### src/rtl/tm1638_if.sv
// TM1638 three-wire pin bundle (STB, CLK, DIO split into drive/sense halves).
// The host side uses master; the chip-side responder uses slave.
interface tm1638_if;
  logic tm1638_strobe;
  logic tm1638_clk;
  logic tm1638_data_in;
  logic tm1638_data_out;
  logic tm1638_data_oe;

  modport master (
    output tm1638_strobe,
    output tm1638_clk,
    output tm1638_data_in,
    input  tm1638_data_out,
    input  tm1638_data_oe
  );

  modport slave (
    input  tm1638_strobe,
    input  tm1638_clk,
    input  tm1638_data_in,
    output tm1638_data_out,
    output tm1638_data_oe
  );
endinterface

### src/rtl/tm1638_responder.sv
// TM1638 chip-side responder: decodes host STB/CLK/DIO frames, keeps the 16-byte
// display RAM and display control, and shifts out 4 key-scan bytes on read commands.
module tm1638_responder #(
  parameter int SYNC_STAGES = 2
) (
  input  logic       clk,
  input  logic       rst,
  tm1638_if.slave    bus,
  input  logic [7:0] keys,
  input  logic [3:0] ram_addr,
  output logic [7:0] ram_data,
  output logic       display_on,
  output logic [2:0] display_level,
  output logic       frame_done,
  output logic       proto_err
);

  typedef enum logic [2:0] {
    ST_IDLE  = 3'd0,
    ST_CMD   = 3'd1,
    ST_WDATA = 3'd2,
    ST_RDATA = 3'd3,
    ST_HOLD  = 3'd4
  } state_t;

  // Byte n carries S(n+1) in bit 0 and S(n+5) in bit 4; all other bits are zero.
  function automatic logic [31:0] key_frame(input logic [7:0] k);
    logic [31:0] f;
    f = 32'd0;
    for (int n = 0; n < 4; n++) begin
      f[n*8]     = k[7-n];
      f[n*8 + 4] = k[3-n];
    end
    return f;
  endfunction

  logic [SYNC_STAGES-1:0] stb_sync_r;
  logic [SYNC_STAGES-1:0] sclk_sync_r;
  logic [SYNC_STAGES-1:0] din_sync_r;
  logic                   stb_prev_r;
  logic                   sclk_prev_r;

  state_t      state_r;
  logic [2:0]  bit_cnt_r;
  logic [6:0]  shift_r;
  logic [3:0]  addr_r;
  logic        fixed_r;
  logic        wrote_r;
  logic [30:0] key_sr_r;
  logic        dout_r;
  logic        oe_r;
  logic [7:0]  ram_r [16];
  logic [7:0]  ram_data_r;
  logic        disp_on_r;
  logic [2:0]  disp_lvl_r;
  logic        frame_done_r;
  logic        proto_err_r;

  logic        stb_now_s;
  logic        sclk_now_s;
  logic        din_now_s;
  logic        stb_fall_s;
  logic        stb_rise_s;
  logic        sclk_rise_s;
  logic        sclk_fall_s;
  logic [7:0]  byte_s;
  logic [31:0] key_frame_s;

  // Pad synchronizers; STB and SCLK idle high so they reset high to avoid false edges.
  always_ff @(posedge clk) begin
    if (rst) begin
      stb_sync_r  <= {SYNC_STAGES{1'b1}};
      sclk_sync_r <= {SYNC_STAGES{1'b1}};
      din_sync_r  <= {SYNC_STAGES{1'b0}};
      stb_prev_r  <= 1'b1;
      sclk_prev_r <= 1'b1;
    end else begin
      stb_sync_r  <= {stb_sync_r[SYNC_STAGES-2:0], bus.tm1638_strobe};
      sclk_sync_r <= {sclk_sync_r[SYNC_STAGES-2:0], bus.tm1638_clk};
      din_sync_r  <= {din_sync_r[SYNC_STAGES-2:0], bus.tm1638_data_in};
      stb_prev_r  <= stb_now_s;
      sclk_prev_r <= sclk_now_s;
    end
  end

  // Edge detection on synchronized pins; SCLK edges only count inside a frame.
  always_comb begin
    stb_now_s   = stb_sync_r[SYNC_STAGES-1];
    sclk_now_s  = sclk_sync_r[SYNC_STAGES-1];
    din_now_s   = din_sync_r[SYNC_STAGES-1];
    stb_fall_s  = stb_prev_r & ~stb_now_s;
    stb_rise_s  = ~stb_prev_r & stb_now_s;
    sclk_rise_s = ~stb_now_s & ~sclk_prev_r & sclk_now_s;
    sclk_fall_s = ~stb_now_s & sclk_prev_r & ~sclk_now_s;
    byte_s      = {din_now_s, shift_r};
    key_frame_s = key_frame(keys);
  end

  // Frame FSM, RAM, display control and key shift-out.
  always_ff @(posedge clk) begin
    if (rst) begin
      state_r      <= ST_IDLE;
      bit_cnt_r    <= 3'd0;
      shift_r      <= 7'd0;
      addr_r       <= 4'd0;
      fixed_r      <= 1'b0;
      wrote_r      <= 1'b0;
      key_sr_r     <= 31'd0;
      dout_r       <= 1'b0;
      oe_r         <= 1'b0;
      ram_data_r   <= 8'd0;
      disp_on_r    <= 1'b0;
      disp_lvl_r   <= 3'd0;
      frame_done_r <= 1'b0;
      proto_err_r  <= 1'b0;
      for (int i = 0; i < 16; i++) begin
        ram_r[i] <= 8'd0;
      end
    end else begin
      frame_done_r <= 1'b0;
      proto_err_r  <= 1'b0;
      ram_data_r   <= ram_r[ram_addr];
      if (stb_fall_s) begin
        state_r   <= ST_CMD;
        bit_cnt_r <= 3'd0;
        wrote_r   <= 1'b0;
        oe_r      <= 1'b0;
        dout_r    <= 1'b0;
      end else if (stb_rise_s) begin
        state_r      <= ST_IDLE;
        bit_cnt_r    <= 3'd0;
        oe_r         <= 1'b0;
        dout_r       <= 1'b0;
        frame_done_r <= wrote_r;
        proto_err_r  <= (bit_cnt_r != 3'd0);
      end else begin
        case (state_r)
          ST_CMD, ST_WDATA, ST_HOLD: begin
            if (sclk_rise_s) begin
              shift_r   <= {din_now_s, shift_r[6:1]};
              bit_cnt_r <= bit_cnt_r + 3'd1;
              if (bit_cnt_r == 3'd7) begin
                case (state_r)
                  ST_CMD: begin
                    case (byte_s[7:6])
                      2'b01: begin
                        fixed_r <= byte_s[2];
                        if (byte_s[1]) begin
                          state_r  <= ST_RDATA;
                          key_sr_r <= key_frame_s[31:1];
                          dout_r   <= key_frame_s[0];
                          oe_r     <= 1'b1;
                        end else begin
                          state_r <= ST_HOLD;
                        end
                      end
                      2'b10: begin
                        disp_on_r  <= byte_s[3];
                        disp_lvl_r <= byte_s[2:0];
                        state_r    <= ST_HOLD;
                      end
                      2'b11: begin
                        addr_r  <= byte_s[3:0];
                        state_r <= ST_WDATA;
                      end
                      default: state_r <= ST_HOLD;
                    endcase
                  end
                  ST_WDATA: begin
                    ram_r[addr_r] <= byte_s;
                    wrote_r       <= 1'b1;
                    if (!fixed_r) begin
                      addr_r <= addr_r + 4'd1;
                    end else begin
                      addr_r <= addr_r;
                    end
                  end
                  default: ;
                endcase
              end
            end
          end
          // Zeros shift in behind the key bits, so DIO reads 0 once all 32 are out.
          ST_RDATA: begin
            if (sclk_fall_s) begin
              dout_r   <= key_sr_r[0];
              key_sr_r <= {1'b0, key_sr_r[30:1]};
            end
          end
          default: ;
        endcase
      end
    end
  end

  assign bus.tm1638_data_out = dout_r;
  assign bus.tm1638_data_oe  = oe_r;
  assign ram_data            = ram_data_r;
  assign display_on          = disp_on_r;
  assign display_level       = disp_lvl_r;
  assign frame_done          = frame_done_r;
  assign proto_err           = proto_err_r;

endmodule

### src/flat_wrapper.sv
// flat-port wrapper written by rule: the top's interface ports become plain ports
module tm1638_responder_flat 
#(
  parameter int SYNC_STAGES = 2
)
  (clk, rst, keys, ram_addr, ram_data, display_on, display_level, frame_done, proto_err, bus_tm1638_strobe, bus_tm1638_clk, bus_tm1638_data_in, bus_tm1638_data_out, bus_tm1638_data_oe);
  tm1638_if bus_i ();
  input  logic clk;
  input  logic rst;
  input  logic [7:0] keys;
  input  logic [3:0] ram_addr;
  output logic [7:0] ram_data;
  output logic display_on;
  output logic [2:0] display_level;
  output logic frame_done;
  output logic proto_err;
  input wire logic [$bits(bus_i.tm1638_strobe)-1:0] bus_tm1638_strobe;
  input wire logic [$bits(bus_i.tm1638_clk)-1:0] bus_tm1638_clk;
  input wire logic [$bits(bus_i.tm1638_data_in)-1:0] bus_tm1638_data_in;
  output wire logic [$bits(bus_i.tm1638_data_out)-1:0] bus_tm1638_data_out;
  output wire logic [$bits(bus_i.tm1638_data_oe)-1:0] bus_tm1638_data_oe;
  assign bus_i.tm1638_strobe = bus_tm1638_strobe;
  assign bus_i.tm1638_clk = bus_tm1638_clk;
  assign bus_i.tm1638_data_in = bus_tm1638_data_in;
  assign bus_tm1638_data_out = bus_i.tm1638_data_out;
  assign bus_tm1638_data_oe = bus_i.tm1638_data_oe;
  tm1638_responder #(.SYNC_STAGES(SYNC_STAGES)) u_core (.clk(clk), .rst(rst), .bus(bus_i), .keys(keys), .ram_addr(ram_addr), .ram_data(ram_data), .display_on(display_on), .display_level(display_level), .frame_done(frame_done), .proto_err(proto_err));
endmodule
### config.mk
export PLATFORM = sky130hd
export DESIGN_NAME = tm1638_responder_flat
export DESIGN_NICKNAME = d
export VERILOG_FILES = /design/src/rtl/tm1638_if.sv /design/src/rtl/tm1638_responder.sv /design/src/flat_wrapper.sv
export SDC_FILE = /design/constraint.sdc
export NUM_CORES = 1
export LEC_CHECK = 0
export ABC_AREA = 1
export CAP_MARGIN = 20
export CORE_UTILIZATION = 60
export CTS_BUF_LIST = sky130_fd_sc_hd__clkbuf_4 sky130_fd_sc_hd__clkbuf_8
export CTS_CLUSTER_DIAMETER = 150
export DETAILED_ROUTE_END_ITERATION = 10
export PLACE_DENSITY = 0.74
export SYNTH_ARGS = -nofsm -noshare
export SYNTH_HDL_FRONTEND = slang
export SYNTH_SLANG_ARGS = --single-unit
export TNS_END_PERCENT = 30
### constraint.sdc
create_clock -name clk -period 4.4 [get_ports clk]
set_input_delay 0.88 -clock clk [delete_from_list [all_inputs] [get_ports clk]]
set_output_delay 0.88 -clock clk [all_outputs]
set_load 0.05 [all_outputs]
# == After elaboration in Yosys (flattened, before gate mapping) ==
# Memory sizes are Yosys's and may differ from the RTL's. A register that Yosys moved wholly into a read port is not among the register bits.
# Cells that the tools add are included.
# word_totals
regBits,66
ram_bits,128
out_inout_bits,16
elab_cells,111
n_memories,1
# memory_table
memory,words,word_bits,read_ports,rd_ports_with_merged_regs,wr,line,text
u_core.ram_r,16,8,1,1,16,tm1638_responder.sv:52,logic [7:0] ram_r [16];
# classes
addsub,2
eq_ne,16
mux,38
bitwise,12
n_reduce_logical,23
# op_table
op,n
$mux 31,6
$pmux 31 s2,1
$mux 1,23
$reduce_and 7->1,3
$reduce_bool 3->1,5
$mux 4,3
$reduce_and 4->1,3
$ne 2x1->1 const B,5
$reduce_and 9->1,1
$reduce_or 3->1,3
$mux 8,1
$pmux 4 s2,1
$reduce_and 8->1,1
$reduce_or 8->1,1
$and 1x1->1,6
$eq 3x2->1 const B,2
$eq 3x3->1 const B,2
$ne 2x2->1 const B,3
$not 1->1,6
$pmux 3 s2,1
$reduce_and 6->1,1
$reduce_and 5->1,1
$add 4x1->4 const B,1
$eq 2x2->1 const B,2
other kinds (8),9

# == Depth between registers and ports, before layout ==
# Gate-level depths: netlist (run 1).
# logic_depth
ltp_word,11
mapped_depth,10
mapped_depth_nobuf,9

# == Least setup slack after synthesis (run 1) ==
# No wires, ideal clock.
# synth_path
kind,input-to-reg
start,input port rst
end,"memory u_core.ram_r[10][0], enable pin"
arrival_time_ns,2.222
required_ns,4.071
slack_ns,1.849
cell_stages,7
cell_sequence,clkbuf_1 > nor2_1 > inv_1 > nor3_4 > buf_8 > nand3_4 > nand2_1
# synth_rtl
element,line,text
start: declaration,flat_wrapper.sv:9,input logic rst;
end: declaration,tm1638_responder.sv:52,

==> flow_summary.json, run 1 <==
{
  "die_h_um": 126,
  "grt_max_degree": 65,
  "outcome": "completed",
  "routedWlPerCell_um": 15.7,
  "max_freq_mhz": 356,
  "p_leak_nw": 3.99,
  "setup_viol": 0,
  "numCtsBuffers": 17,
  "cp_slowest_cell": "buf_4",
  "cts_tree": "built",
  "crit_required_ps": 4540,
  "post-cts-setup-buffers": 0,
  "row_count": 45,
  "fin_nets": 1147,
  "finalCritPeriodShare_pct": 63.8,
  "antenna_found_initial": 0,
  "critPathKind": "in -> reg",
  "tightest_slew_ps": 1040,
  "antenna_cells": 0,
  "coreArea_um2": 15100,
  "syn_area_um2": 9240,
  "grt_setup_unrepaired": "no",
  "cts_max_path_buffers": 2,
  "cts.sink_count": 199,
  "grt.total_usage_pct": 27.0,
  "crit_fanout": 18,
  "grt_pass1_wl_um": 32200,
  "synth_top_family_by_area": "simple AND/OR/NAND/NOR gates",
  "ioPinCount": 33,
  "die_area_um2": 15900,
  "start_util_pct": 61.0,
  "grt.overflow.total": 0,
  "syn2layout_area_growth_pct": 8.49,
  "drive_gt1_share_pct": 6.35,
  "cts_root_buf": "clkbuf_8",
  "drt_first_iter_violations": 903,
  "totalNegativeSetupSlack_ps": 0,
  "synth_cell_types": 25,
  "critPathTopFamily": "buffers and inverters",
  "power_w": 0.00347,
  "drv_slew": 0,
  "finalCriticalPeriod_ps": 2810,
  "cts_resized": 0,
  "dr_total_vias": 7152,
  "clk_latency_ps": 470,
  "yosys.area_share.simple_pct": 31.6,
  "io_buffers": 32,
  "routed_wl_um": 20700,
  "crit_top_cell": "buf_4",
  "synth_warnings": 0,
  "max-vdd-ir-drop_mv": 0.209,
  "hold_buffers": 0,
  "grt_pass1_vias": 6320,
  "synth_compound_area_share_pct": 3.38,
  "synthAdderAreaFrac_pct": 1.22,
  "gp_congestion": 0.896,
  "die_w_um": 126,
  "cp.arrival_ps": 2950,
  "synth_nets": 1142,
  "relSlewSlack_pct": 30.4,
  "layout_commonest_cell": "nor2_1",
  "endpoint_kind": "flop",
  "first_pass_iters": 6,
  "syn_avg_cell_area_um2": 8.28,
  "cp_num_buf_inv": 4,
  "hold_class": "reg -> reg",
  "drtAntennaViolNets": 0,
  "synthCells": 1116,
  "crit_path_start_kind": "input port",
  "htreeDepth": 4,
  "viasPerCell": 5.41,
  "final_cell_mix": "nor2_1 (282), nand2_1 (277), edfxtp_1 (128), inv_1 (97)",
  "max-cap-violations": 0,
  "route.detailed.drc": 0,
  "cp_cell_sequence": "clkdlybuf4s50_1 -> buf_4 -> nor2_1 -> inv_1 -> nor3_4 -> buf_4 -> nand3_2 -> nand2_1",
  "yosysSeqAreaShare_pct": 57.0,
  "finalHoldViolCount": 0,
  "synth-xor-area-share_pct": 0,
  "ys_seq_elements": 199,
  "clk_pin_slew_ps": 90,
  "dpl.hpwl_um": 13100,
  "crit_path_max_incr_delay_ps": 410,
  "p_per_area_nw_per_um2": 346,
  "synth.area.mux_share_pct": 0,
  "fin_worst_skew_ps": 13.7
}
## worst reg2reg max path, delay by kind of cell (launching register included)
kind,cells,cell delay (ps)
DFF,1,370
and+or+nand+nor,7,1250
buffers and inverters,2,770
## Yosys cell counts
library cell / instances / area share (%)
nand2_2: 1 / 0.068
edfxtp_1: 128 / 42
o21ai_0: 44 / 2.4
nor2_2: 1 / 0.068
buf_8: 1 / 0.16
ha_1: 9 / 1.2
or2_2: 5 / 0.34
nand2_1: 277 / 11
a21oi_1: 17 / 0.92
inv_2: 5 / 0.20
nor2_1: 282 / 11
nor3_4: 1 / 0.18
dfxtp_1: 71 / 15
nand3b_1: 2 / 0.16
nand3_2: 8 / 0.87
clkinv_1: 7 / 0.28
buf_2: 4 / 0.22
inv_1: 97 / 3.9
nand3_4: 9 / 1.7
nand4_1: 24 / 1.6
nand3_1: 71 / 3.8
buf_1: 6 / 0.24
nor3_1: 1 / 0.054
o21bai_1: 1 / 0.081
clkbuf_1: 44 / 1.8
## cells by family after synthesis
group,after synthesis
adder cells (fa/ha/maj),9
buffers and inverters,164
flip-flops,199
AO/OA/AOI/OAI,62
AND/OR/NAND/NOR,682
## metal layers
layer / track usage (%) / up-vias / share of wire, %
li1: - / 3567 / -
met1: 34.9 / 3245 / 42
met2: 45.6 / 299 / 48
met3: 5.40 / 41 / 7.7
met4: 8.79 / 0 / 2.7
met5: 0 / - / 0
## per-stage QoR
stage / setup WS [ps] / hold WS, ps / area [um^2] / instances / util [%]
floorplan: 1850 / 388 / 9240 / 1116 / -
global placement: 1200 / 390 / 9640 / 1290 / 63.6
detailed placement: 1120 / 398 / 9640 / 1290 / 63.6
global route: 1500 / 430 / 10000 / 1322 / 66.2
finish: 1590 / 412 / 10000 / 1322 / 66.2
CTS: 1630 / 410 / 10000 / 1322 / 66.2
## sequential cells by signal, summed over array words and instances (netlist names)
register and flops:
u_core.addr_r 4, u_core.bit_cnt_r 3, u_core.bus.tm1638_data_oe 1, u_core.bus.tm1638_data_out 1
u_core.din_sync_r 2, u_core.display_level 3, u_core.display_on 1, u_core.fixed_r 1
u_core.frame_done 1, u_core.key_sr_r 28, u_core.proto_err 1, u_core.ram_data 8
u_core.ram_r 128, u_core.sclk_prev_r 1, u_core.sclk_sync_r 2, u_core.shift_r 7
u_core.state_r 3, u_core.stb_prev_r 1, u_core.stb_sync_r 2, u_core.wrote_r 1
## where the power goes
group          leakage [nW]  switching [W]  internal [W]
registers              1.79      0.0000211       0.00205
logic                  2.00       0.000176     0.0000752
clock network         0.208       0.000621      0.000533
total                  3.99       0.000818       0.00266
## area by class of cell
class | count | area, um^2
Fill cell | 1294 | 5120
Sequential cell | 199 | 5270
Multi-Input combinational cell | 753 | 3350
Tap cell | 188 | 235
Clock inverter | 12 | 126
Inverter | 109 | 409
Timing Repair Buffer | 41 | 383
Clock buffer | 20 | 263
## worst paths after layout
| path | from | to | slack (ps) | cells after the start |
|---|---|---|---|---|
| max reg2reg | u_core.shift_r[6] | u_core.key_sr_r[25] | 1910 | 9 |
| max | rst | u_core.ram_r[3][3] | 1590 | 8 |
| min reg2reg | u_core.din_sync_r[0] | u_core.din_sync_r[1] | 410 | 2 |
| min | u_core.din_sync_r[0] | u_core.din_sync_r[1] | 410 | 2 |
Note: power is estimated with default switching activity, not from simulation.
==> run 2: changes to the inputs <==
- clock period: 4.4 -> 2.6 ns (I/O delays scaled with it)
==> flow_summary.json, run 2 (same netlist as run 1, synthesis figures left out) <==
{
  "outcome": "completed",
  "max-vdd-ir-drop_mv": 0.449,
  "drt_first_iter_violations": 860,
  "fin_worst_skew_ps": 14.5,
  "htreeDepth": 4,
  "hold_buffers": 0,
  "die_h_um": 126,
  "grt.total_usage_pct": 27.2,
  "post-cts-setup-buffers": 0,
  "multiInputGateArea_um2": 3350,
  "hold_class": "reg -> reg",
  "cp_cell_sequence": "inv_1 -> ha_1 -> nor2_1 -> inv_1 -> nor3_4 -> buf_12 -> nand3_4 -> nand2_1",
  "clk_pin_slew_ps": 90,
  "cts_max_path_buffers": 2,
  "crit_fanout": 16,
  "dpl.hpwl_um": 13400,
  "r2r_end": "u_core.ram_r[9][1]",
  "totalNegativeSetupSlack_ps": 0,
  "drtAntennaViolNets": 0,
  "crit_required_ps": 2740,
  "drv_slew": 0,
  "min_to": "u_core.din_sync_r[1]",
  "finalCriticalPeriod_ps": 2180,
  "route.detailed.drc": 0,
  "critPathKind": "reg -> reg",
  "grt_setup_unrepaired": "no",
  "numCtsBuffers": 17,
  "endpoint_kind": "flop",
  "r2r_cells": 8,
  "gp_congestion": 0.882,
  "coreArea_um2": 15100,
  "setup_viol": 0,
  "n_fill_cell": 1207,
  "finalCritPeriodShare_pct": 83.8,
  "p_leak_nw": 4.10,
  "first_pass_iters": 8,
  "grt_max_degree": 65,
  "routed_wl_um": 20700,
  "routedWlPerCell_um": 15.4,
  "cp.arrival_ps": 2320,
  "grt.overflow.total": 0,
  "io_buffers": 32,
  "antenna_found_initial": 0,
  "clk_latency_ps": 480,
  "max_freq_mhz": 459,
  "die_area_um2": 15900,
  "crit_top_cell": "inv_1",
  "antenna_cells": 0,
  "dr_total_vias": 7199,
  "register_area_um2": 5270,
  "die_w_um": 126,
  "crit_path_start_kind": "flop",
  "fin_nets": 1167,
  "cts_tree": "built",
  "cts.sink_count": 199,
  "cts_resized": 0,
  "cp_slowest_cell": "dfxtp_1",
  "drive_gt1_share_pct": 7.80,
  "relSlewSlack_pct": 43.7,
  "power_w": 0.00600,
  "layout_commonest_cell": "nor2_1",
  "grt_pass1_wl_um": 32700,
  "r2r_start": "u_core.stb_sync_r[1]",
  "whs_path_depth": 2,
  "ioPinCount": 33,
  "cts_root_buf": "clkbuf_8",
  "largest_register_ffs": 128,
  "syn2layout_area_growth_pct": 10.8,
  "holdCritStartpoint": "u_core.din_sync_r[0]",
  "crit_path_max_incr_delay_ps": 390,
  "p_per_area_nw_per_um2": 586,
  "final_cell_mix": "nor2_1 (282), nand2_1 (277), edfxtp_1 (128), inv_1 (97)",
  "row_count": 45,
  "finalHoldViolCount": 0,
  "viasPerCell": 5.36,
  "max-cap-violations": 0,
  "top_register": "u_core.ram_r",
  "start_util_pct": 61.0,
  "tightest_slew_ps": 839,
  "ff2ff_setup_slack_ps": 420,
  "grt_pass1_vias": 6528
}
[run 2: stage by stage]
stage          setup WS [ps]  hold WS, ps  instances  utilization [%]  instance area (um^2)
6_report                 422          405       1342             67.6                 10200
2_1_floorplan            409          388       1116                -                  9240
3_5_place_dp             132          392       1310             64.9                  9830
5_1_grt                  220          432       1342             67.6                 10200
3_3_place_gp             169          393       1310             64.9                  9830
4_1_cts                  409          406       1342             67.6                 10200
[run 2: routing by layer]
layer	global-route usage (%)	wire, um	vias up
met1	34.5	8730	3283
met2	45.4	9990	259
met4	14.4	796	0
li1	-	-	3603
met3	3.74	1210	54
met5	0	0	-
[run 2: how the worst max path moves through the flow]
stage | from | end | slack, ps
after floorplan | rst | u_core.ram_r[10][0] | 410
after global placement | rst | u_core.ram_r[9][4] | 170
after detailed placement | rst | u_core.ram_r[14][6] | 130
after CTS | u_core.stb_sync_r[1] | u_core.ram_r[9][1] | 410
after global routing | u_core.stb_sync_r[1] | u_core.ram_r[9][1] | 220
final | u_core.stb_sync_r[1] | u_core.ram_r[9][1] | 420
[run 2: power breakdown]
group          internal [W]  switching (W)  total, W
Clock               0.00101        0.00105   0.00206
Sequential          0.00347      0.0000353   0.00350
Combinational      0.000136       0.000300  0.000436
Total               0.00461        0.00139   0.00600
[run 2: area by class of cell]
cell class	instances	share of cell area, %
clock inverters	12	1.47
inverters	109	3.99
well taps	188	2.30
clock buffers	20	2.63
flip-flops and latches	199	51.4
multi-input cells	753	32.7
repair buffers	61	5.57
[run 2: worst max-delay path: cells and delay by family, from the launching register on]
family	cells	cell delay (ps)
simple gates	4	820
buf+inv	3	420
flops	1	390
fa+ha+maj	1	210
==> run 3: changes to the inputs <==
- CORE_UTILIZATION: 60 -> 57
- clock period: 2.6 -> 1.7 ns (I/O delays scaled with it)
==> flow_summary.json, run 3 (same netlist as run 1, synthesis figures left out) <==
{
  "power_w": 0.00879,
  "route.detailed.drc": 0,
  "place_ws_ps": -345,
  "endpoint_kind": "flop",
  "tightest_slew_ps": 600,
  "drt_first_iter_violations": 538,
  "post_dp_cell_area_um2": 10400,
  "cts_tree": "built",
  "p_per_area_nw_per_um2": 774,
  "violations": "setup timing",
  "setup_viol": 256,
  "cp_cell_sequence": "ha_4 -> ha_4 -> nand3_4 -> nor3_4 -> buf_6 -> buf_16 -> nand3_4 -> buf_6 -> nor2_1",
  "finalCriticalPeriod_ps": 1810,
  "cp.arrival_ps": 2140,
  "stdcell_area_um2": 11400,
  "die_area_um2": 16700,
  "crit_required_ps": 2030,
  "grt.overflow.total": 0,
  "grt_pass1_vias": 6878,
  "n_fill_cell": 1245,
  "grt.total_usage_pct": 27.5,
  "hold_class": "in -> reg",
  "r2r_start": "u_core.bit_cnt_r[1]",
  "final_util_pct": 71.5,
  "max_freq_mhz": 552,
  "drv_slew": 0,
  "top_register": "u_core.ram_r",
  "routed_wl_um": 21600,
  "row_count": 46,
  "holdCritStartpoint": "bus_tm1638_data_in",
  "dpl.hpwl_um": 14100,
  "antenna_found_initial": 0,
  "clk_pin_slew_ps": 100,
  "coreArea_um2": 15900,
  "max-cap-violations": 0,
  "hold_buffers": 0,
  "die_w_um": 129,
  "die_h_um": 129,
  "cts.sink_count": 199,
  "grt_max_degree": 45,
  "ff2ff_setup_slack_ps": -110,
  "final_cell_mix": "nand2_1 (257), nor2_1 (200), edfxtp_1 (128), inv_1 (93), nor2_2 (74)",
  "final_cells": 1424,
  "finalCritPeriodShare_pct": 107,
  "cts_max_path_buffers": 2,
  "finalHoldViolCount": 0,
  "numCtsBuffers": 17,
  "viasPerCell": 5.25,
  "fin_nets": 1221,
  "final.setup.worst_slack_ps": -111,
  "largest_register_ffs": 128,
  "critPathKind": "reg -> reg",
  "grt_pass1_wl_um": 34300,
  "max-vdd-ir-drop_mv": 0.586,
  "crit_path_start_kind": "flop",
  "clk_latency_ps": 470,
  "htreeDepth": 4,
  "relSlewSlack_pct": 60.0,
  "layout_commonest_cell": "nand2_1",
  "ioPinCount": 33,
  "startpoint": "u_core.bit_cnt_r[1]",
  "io_buffers": 32,
  "fin_worst_skew_ps": 7.33,
  "dp.cells": 1385,
  "gp_congestion": 0.841,
  "cp_slowest_cell": "dfxtp_2",
  "grt_setup_unrepaired": "yes",
  "drtAntennaViolNets": 0,
  "antenna_cells": 0,
  "routedWlPerCell_um": 15.2,
  "cts_root_buf": "clkbuf_8",
  "p_leak_nw": 4.42,
  "crit_path_max_incr_delay_ps": 360,
  "crit_fanout": 8,
  "start_util_pct": 58.2,
  "outcome": "complete, but fails checks",
  "first_pass_iters": 5,
  "syn2layout_area_growth_pct": 22.8,
  "drive_gt1_share_pct": 23.0,
  "dr_total_vias": 7475
}
[run 3: cell types whose count changed in the layout (fill, tap and decap cells not counted), moves of 8 or more]
cell,change
nor2_2,+73
nand3_4,+9
nand3_2,-8
nor2_4,+9
nand2_8,+11
buf_4,+44
buf_6,+17
clkdlybuf4s50_1,-16
nand2_1,-20
nor2_1,-82
[run 3: critical path, delay by kind of cell, from the launching register on]
| family | cells | cell delay (ps) |
|---|---|---|
| AND/OR/NAND/NOR | 4 | 500 |
| buffers and inverters | 3 | 500 |
| flip-flops | 1 | 360 |
| adder cells (fa/ha/maj) | 2 | 290 |
[run 3: metrics by stage]
step | TNS, ps | hold slack, ps
after CTS | -12780 | 358
after global routing | -34990 | 377
after global placement | -69930 | 392
final | -19560 | 378
after detailed placement | -70780 | 399
after floorplan | -21860 | 388
[run 3: metal layers]
layer	vias up	share of wire [%]	GRT usage [%]
li1	3725	-	-
met1	3457	41	34.0
met2	247	50	48.7
met3	46	6.4	4.62
met4	0	2.7	9.83
met5	-	0	0
[run 3: repair_timing]
item	4_1_cts	5_1_grt
setup buffers	4	2
pin swaps	10	13
setup endpoints to repair	256	292
gates resized for setup	66	90
gates cloned	1	0
[run 3: worst paths after layout]
kind         depth (start not counted)              endpoint
max reg2reg                          9   u_core.ram_r[14][7]
min                                  3  u_core.din_sync_r[0]
max                                  9   u_core.ram_r[14][7]
min reg2reg                          2  u_core.din_sync_r[1]
[run 3: layout make-up]
cell class | count | area (um^2) | area share, %
inverters | 109 | 409 | 3.60
repair buffers | 115 | 1100 | 9.73
clock inverters | 15 | 108 | 0.948
multi-input cells | 753 | 3950 | 34.8
well taps | 216 | 270 | 2.38
flip-flops and latches | 199 | 5280 | 46.5
clock buffers | 17 | 234 | 2.06
[run 3: power breakdown]
group          internal [W]  leakage, nW  switching [W]
combinational      0.000272         2.47       0.000495
clock               0.00101        0.154        0.00166
sequential          0.00530         1.79      0.0000551
total               0.00658         4.42        0.00221
